`src/rtl/stopwatch_ctrl.sv`:
```
// stopwatch_ctrl: run/pause/clear sequencer for the seconds counter.
// Owns the 1 Hz prescaler, counts minutes from the counter's minute carry
// and stops in OVF when minutes pass MAX_MIN.
// Optional lap capture is compiled in when STOPWATCH_LAP_EN is defined.
module stopwatch_ctrl #(
  parameter int TICK_DIV = 50_000_000,
  parameter int MAX_MIN  = 99
) (
  input  logic       clk,
  input  logic       rst_n,
  input  logic       start_stop,
  input  logic       clear,
  input  logic       sec_carry,
`ifdef STOPWATCH_LAP_EN
  input  logic       lap,
  input  logic [5:0] seconds_in,
  output logic [6:0] lap_min,
  output logic [5:0] lap_sec,
  output logic       lap_valid,
`endif
  output logic       cnt_enable,
  output logic       cnt_reset,
  output logic [6:0] minutes,
  output logic       running,
  output logic       overflow
);

  localparam int            PW    = $clog2(TICK_DIV);
  localparam logic [PW-1:0] TERM  = PW'(TICK_DIV - 1);
  localparam logic [6:0]    MAX_M = 7'(MAX_MIN);

  typedef enum logic [1:0] {
    IDLE    = 2'd0,
    RUNNING = 2'd1,
    PAUSED  = 2'd2,
    OVF     = 2'd3
  } state_t;

  state_t        state;
  state_t        state_nxt;
  logic [PW-1:0] presc;
  logic [PW-1:0] presc_nxt;
  logic [6:0]    min_nxt;
  logic          en_nxt;
  logic          carry_ok;
  logic          min_wrap;

  // A minute carry only counts while time is live (running or just paused);
  // at the last valid minute it pushes the stopwatch into OVF instead.
  assign carry_ok = sec_carry && ((state == RUNNING) || (state == PAUSED));
  assign min_wrap = carry_ok && (minutes == MAX_M);

  // State register plus all registered outputs; reset also clears the counter.
  always_ff @(posedge clk) begin
    if (!rst_n) begin
      state      <= IDLE;
      presc      <= '0;
      minutes    <= '0;
      cnt_enable <= 1'b0;
      cnt_reset  <= 1'b1;
      running    <= 1'b0;
      overflow   <= 1'b0;
    end else begin
      state      <= state_nxt;
      presc      <= presc_nxt;
      minutes    <= min_nxt;
      cnt_enable <= en_nxt;
      cnt_reset  <= clear;
      running    <= (state_nxt == RUNNING);
      overflow   <= (state_nxt == OVF);
    end
  end

  // Next state: clear beats everything, overflow beats a pause/resume request.
  always_comb begin
    state_nxt = state;
    if (clear) begin
      state_nxt = IDLE;
    end else begin
      case (state)
        IDLE:    if (start_stop) state_nxt = RUNNING;
        RUNNING: begin
          if (min_wrap)        state_nxt = OVF;
          else if (start_stop) state_nxt = PAUSED;
        end
        PAUSED:  begin
          if (min_wrap)        state_nxt = OVF;
          else if (start_stop) state_nxt = RUNNING;
        end
        OVF:     state_nxt = OVF;
      endcase
    end
  end

  // Datapath next values: prescaler advances only on undisturbed RUNNING edges,
  // so a pause at the terminal count holds it and the tick lands after resume.
  always_comb begin
    presc_nxt = presc;
    min_nxt   = minutes;
    en_nxt    = 1'b0;
    if (clear) begin
      presc_nxt = '0;
      min_nxt   = '0;
    end else begin
      if (carry_ok && (minutes < MAX_M)) min_nxt = minutes + 7'd1;
      if ((state_nxt == IDLE) || (state_nxt == OVF)) begin
        presc_nxt = '0;
      end else if ((state == RUNNING) && !start_stop) begin
        if (presc == TERM) begin
          presc_nxt = '0;
          en_nxt    = 1'b1;
        end else begin
          presc_nxt = presc + 1'b1;
        end
      end
    end
  end

`ifdef STOPWATCH_LAP_EN
  // Lap capture: snapshot the live minutes/seconds; clear wipes the snapshot.
  always_ff @(posedge clk) begin
    if (!rst_n || clear) begin
      lap_min   <= '0;
      lap_sec   <= '0;
      lap_valid <= 1'b0;
    end else if (lap && ((state == RUNNING) || (state == PAUSED))) begin
      lap_min   <= minutes;
      lap_sec   <= seconds_in;
      lap_valid <= 1'b1;
    end
  end
`endif

endmodule

```
`config.mk`:
```
export PLATFORM = sky130hd
export DESIGN_NAME = stopwatch_ctrl
export DESIGN_NICKNAME = d
export VERILOG_FILES = /design/src/rtl/stopwatch_ctrl.sv
export SDC_FILE = /design/constraint.sdc
export NUM_CORES = 1
export LEC_CHECK = 0
export ABC_AREA = 1
export ABC_CLOCK_PERIOD_IN_PS = 2100
export CAP_MARGIN = 30
export CORE_AREA = 2 2 77 64
export DETAILED_ROUTE_END_ITERATION = 16
export DIE_AREA = 0 0 79 66
export HOLD_SLACK_MARGIN = 0.15
export PLACE_DENSITY = 0.85
export SLEW_MARGIN = 20
export SYNTH_ARGS = -nofsm -noshare
export SYNTH_HDL_FRONTEND = slang
export SYNTH_SLANG_ARGS = --single-unit
```
`constraint.sdc`:
```
create_clock -name clk -period 2.1 [get_ports clk]
set_input_delay 0.63 -clock clk [delete_from_list [all_inputs] [get_ports clk]]
set_output_delay 0.63 -clock clk [all_outputs]
set_load 0.1 [all_outputs]
```
==> flow_metrics.tcl <==
set metrics [dict create \
    syn_avg_cell_area_um2 6.62 \
    use_met1 0.292 \
    drive_above_1_share 0.331 \
    grt_pass1_vias 2211 \
    synth_warnings 0 \
    dpl.hpwl_um 3910 \
    initialDrtViolationCount 154 \
    final-seq-area_um2 810 \
    cts_tree "yes" \
    drc 0 \
    clock_latency_ps 300 \
    grt-ovfl-total 0 \
    drv_slew 0 \
    synth_cells 347 \
    crit_path_start "state[0]$_SDFF_PN0_" \
    endpoint_kind "flop" \
    async_flop_share 0 \
    viasPerCell 5.05 \
    status "finished with violations" \
    setup_viol 24 \
    tightest_slew_ps 365 \
    syn_to_final_growth_pct 37.9 \
    holdPathEnd "presc[4]$_SDFFE_PP0P_" \
    power.share.sequential 0.506 \
    p_sw_frac 0.269 \
    synth.distinct_cells 25 \
    cts_made_buffers 5 \
    hold_path.class "flop to flop" \
    clock_sinks 39 \
    grt_pass1_wl_um 9720 \
    hold_viol 0 \
    period_share 1.08 \
    fin_util 0.710 \
    period_needed_ps 2260 \
    post_synth_instance_area_um2 2300 \
    yosys.area.top_type "dfxtp_1" \
    dp_slack_ps -565 \
    grtUsageTotal 0.242 \
    die-area_um2 5210 \
    clockRootBuffer "clkbuf_8" \
    fill_cells 362 \
    use_met2 0.411 \
    antenna_found_initial 0 \
    clock.fmax_mhz 443 \
    power_leakage_nw 1.33 \
    internal_power_mw 1.07 \
    ios 16 \
    p_comb_frac 0.154 \
    grtUsageMet3 0.0574 \
    p_sw_uw 394 \
    crit_type "flop to flop" \
    yosysMostFrequentCell "nand2_1" \
    min_path_cells 2 \
    multi_input_area_um2 1460 \
    yosysSeqAreaShare 0.340 \
    fin_cells 468 \
    synth_top_cell_area_share 0.340 \
    post-layout-total-power_mw 1.46 \
    synthesis.nets 360 \
    synthFlopType "dfxtp_1" \
    initial_utilization 0.515 \
    worst-r2r-setup-slack_ps -160 \
    first_pass_iters 4 \
    required_ps 2330 \
    max_slew_margin 0.755 \
    dieWidth_um 79 \
    die_y_um 66 \
    yosys_register_bits 39 \
    core-area_um2 4460 \
    hp-start "presc[4]$_SDFFE_PP0P_" \
    place.gp.congestion 0.868 \
    wl_um 6310 \
    synth_edf_count 0 \
    synth_common_cells "nand2_1, nor2_1, inv_1" \
    skew_ps 16.7 \
    numPortBuffers 15 \
    grt_max_degree 12 \
    synth_top_cells_by_area "dfxtp_1, nand2_1, nor2_1" \
    grt_setup_unrepaired "yes" \
    ir_worst_vdd_mv 0.364 \
    num_vias 2363 \
    r2r_start "state[0]$_SDFF_PN0_" \
    antennaDiodeCount 0 \
    r2r_end "presc[23]$_SDFFE_PP0P_" \
    htree_levels 2 \
    dp.cells 445 \
    critPathArrivalTime_ps 2490 \
    violations "negative setup slack" \
    critPathLaunchType "flop" \
    clockPowerShare 0.340 \
    top_usage_layer "met2" \
    layout.nets 420 \
    rr_worst_depth 18 \
    cts_buffer_depth 2 \
    antenna_left 0 \
    wl_per_cell_um 13.5 \
    drv_cap 0 \
    num_rows 22 \
    fin_ws_ps -158 \
    power_density_nw_per_um2 462 \
    clk_pin_slew_ps 90 \
    cp_max_fo 8 \
]
cells by family after synthesis:
kind of cell,count (synthesis),synth area share
and+or+nand+nor,210,0.431
buffers and inverters,58,0.0981
DFF,39,0.340
AOI/OAI and AO/OA,23,0.0529
xor gates and xnor gates,9,0.0343
adders and majority gates,8,0.0436
critical path, stage by stage, from the launching register on:
cell and delay [ps]:
dfxtp_2 340, inv_2 50, ha_4 270, nand3_4 70, nor2_4 130, nand3_2 70
nand2_2 90, inv_2 50, nand3_2 80, nand2_2 70, inv_2 90, ha_4 210
nor2_4 90, inv_2 70, nor2_4 100, buf_6 120, buf_12 120, nand2_2 60
nor2_2 100
sequential cells by signal (all words and copies together) (netlist names):
signal      count
overflow        1
cnt_enable      1
cnt_reset       1
minutes         7
state           2
presc          26
running         1
cell type report:
type | count | area share
inverter | 57 | 0.0684
multi-input combinational | 250 | 0.461
sequential | 39 | 0.256
clock buffer | 7 | 0.0241
timing repair buffer | 54 | 0.165
tap | 60 | 0.0237
clock inverter | 1 | 0.00158
how the worst max path moves through the flow:
stage                     slack [ps]  cells after the start                      to
final                           -160                     18  presc[23]$_SDFFE_PP0P_
after floorplan                  -60                     16  presc[23]$_SDFFE_PP0P_
after global placement          -480                     16  presc[14]$_SDFFE_PP0P_
after global routing            -290                     18  presc[23]$_SDFFE_PP0P_
after detailed placement        -560                     16  presc[14]$_SDFFE_PP0P_
after CTS                       -130                     18  presc[19]$_SDFFE_PP0P_
what timing repair did:
item                       CTS  global route
setup endpoints to repair   27            28
hold buffers                 0             0
pin swaps                    3            23
buffers inserted            15             5
gates cloned                 1             0
gates resized for setup     17            39
metal layers:
metal / routed length [um] / vias to the layer above
met5: 0 / -
met4: 160 / 0
met3: 262 / 21
met2: 3110 / 63
met1: 2780 / 1089
li1: - / 1190
cells in the final DEF (no fill, tap or decap):
cell type	n
dfxtp_2	2
clkbuf_8	5
a21oi_1	12
buf_4	39
nand2_4	3
nor2_1	47
ha_2	1
a221oi_2	1
nor2_8	1
nand3b_1	1
clkdlybuf4s50_1	1
nand3_4	1
inv_4	1
ha_4	3
dfxtp_1	30
buf_6	3
nor2_2	15
clkinv_2	1
clkbuf_1	2
buf_12	8
ha_1	4
and3_1	1
nand3_1	13
inv_2	6
xnor2_1	1
o21ai_1	2
nor3_4	1
o21ai_2	1
dlygate4sd2_1	3
nand4_1	9
dfxtp_4	7
nand2_1	79
a211oi_2	1
inv_1	50
xor2_1	8
nor2_4	11
o21ai_0	6
nand2_2	18
nand3_2	6
nor3_1	4
through the flow:
step	area, um^2	hold slack (ps)	setup TNS [ps]
floorplan	2340	471	-542
global placement	2810	484	-11510
detailed placement	2810	496	-13430
CTS	3050	509	-1940
global route	3170	528	-5460
finish	3170	504	-1990
power by group through the flow:
stage / registers, mW / clock network, mW / logic, mW
6_report: 0.742 / 0.497 / 0.226
5_1_grt: 0.742 / 0.533 / 0.240
4_1_cts: 0.742 / 0.501 / 0.194
3_5_place_dp: 0.758 / 0 / 0.150
3_3_place_gp: 0.758 / 0 / 0.147
2_1_floorplan: 0.785 / 0 / 0.0598
Note: power is estimated with default switching activity, not from simulation.
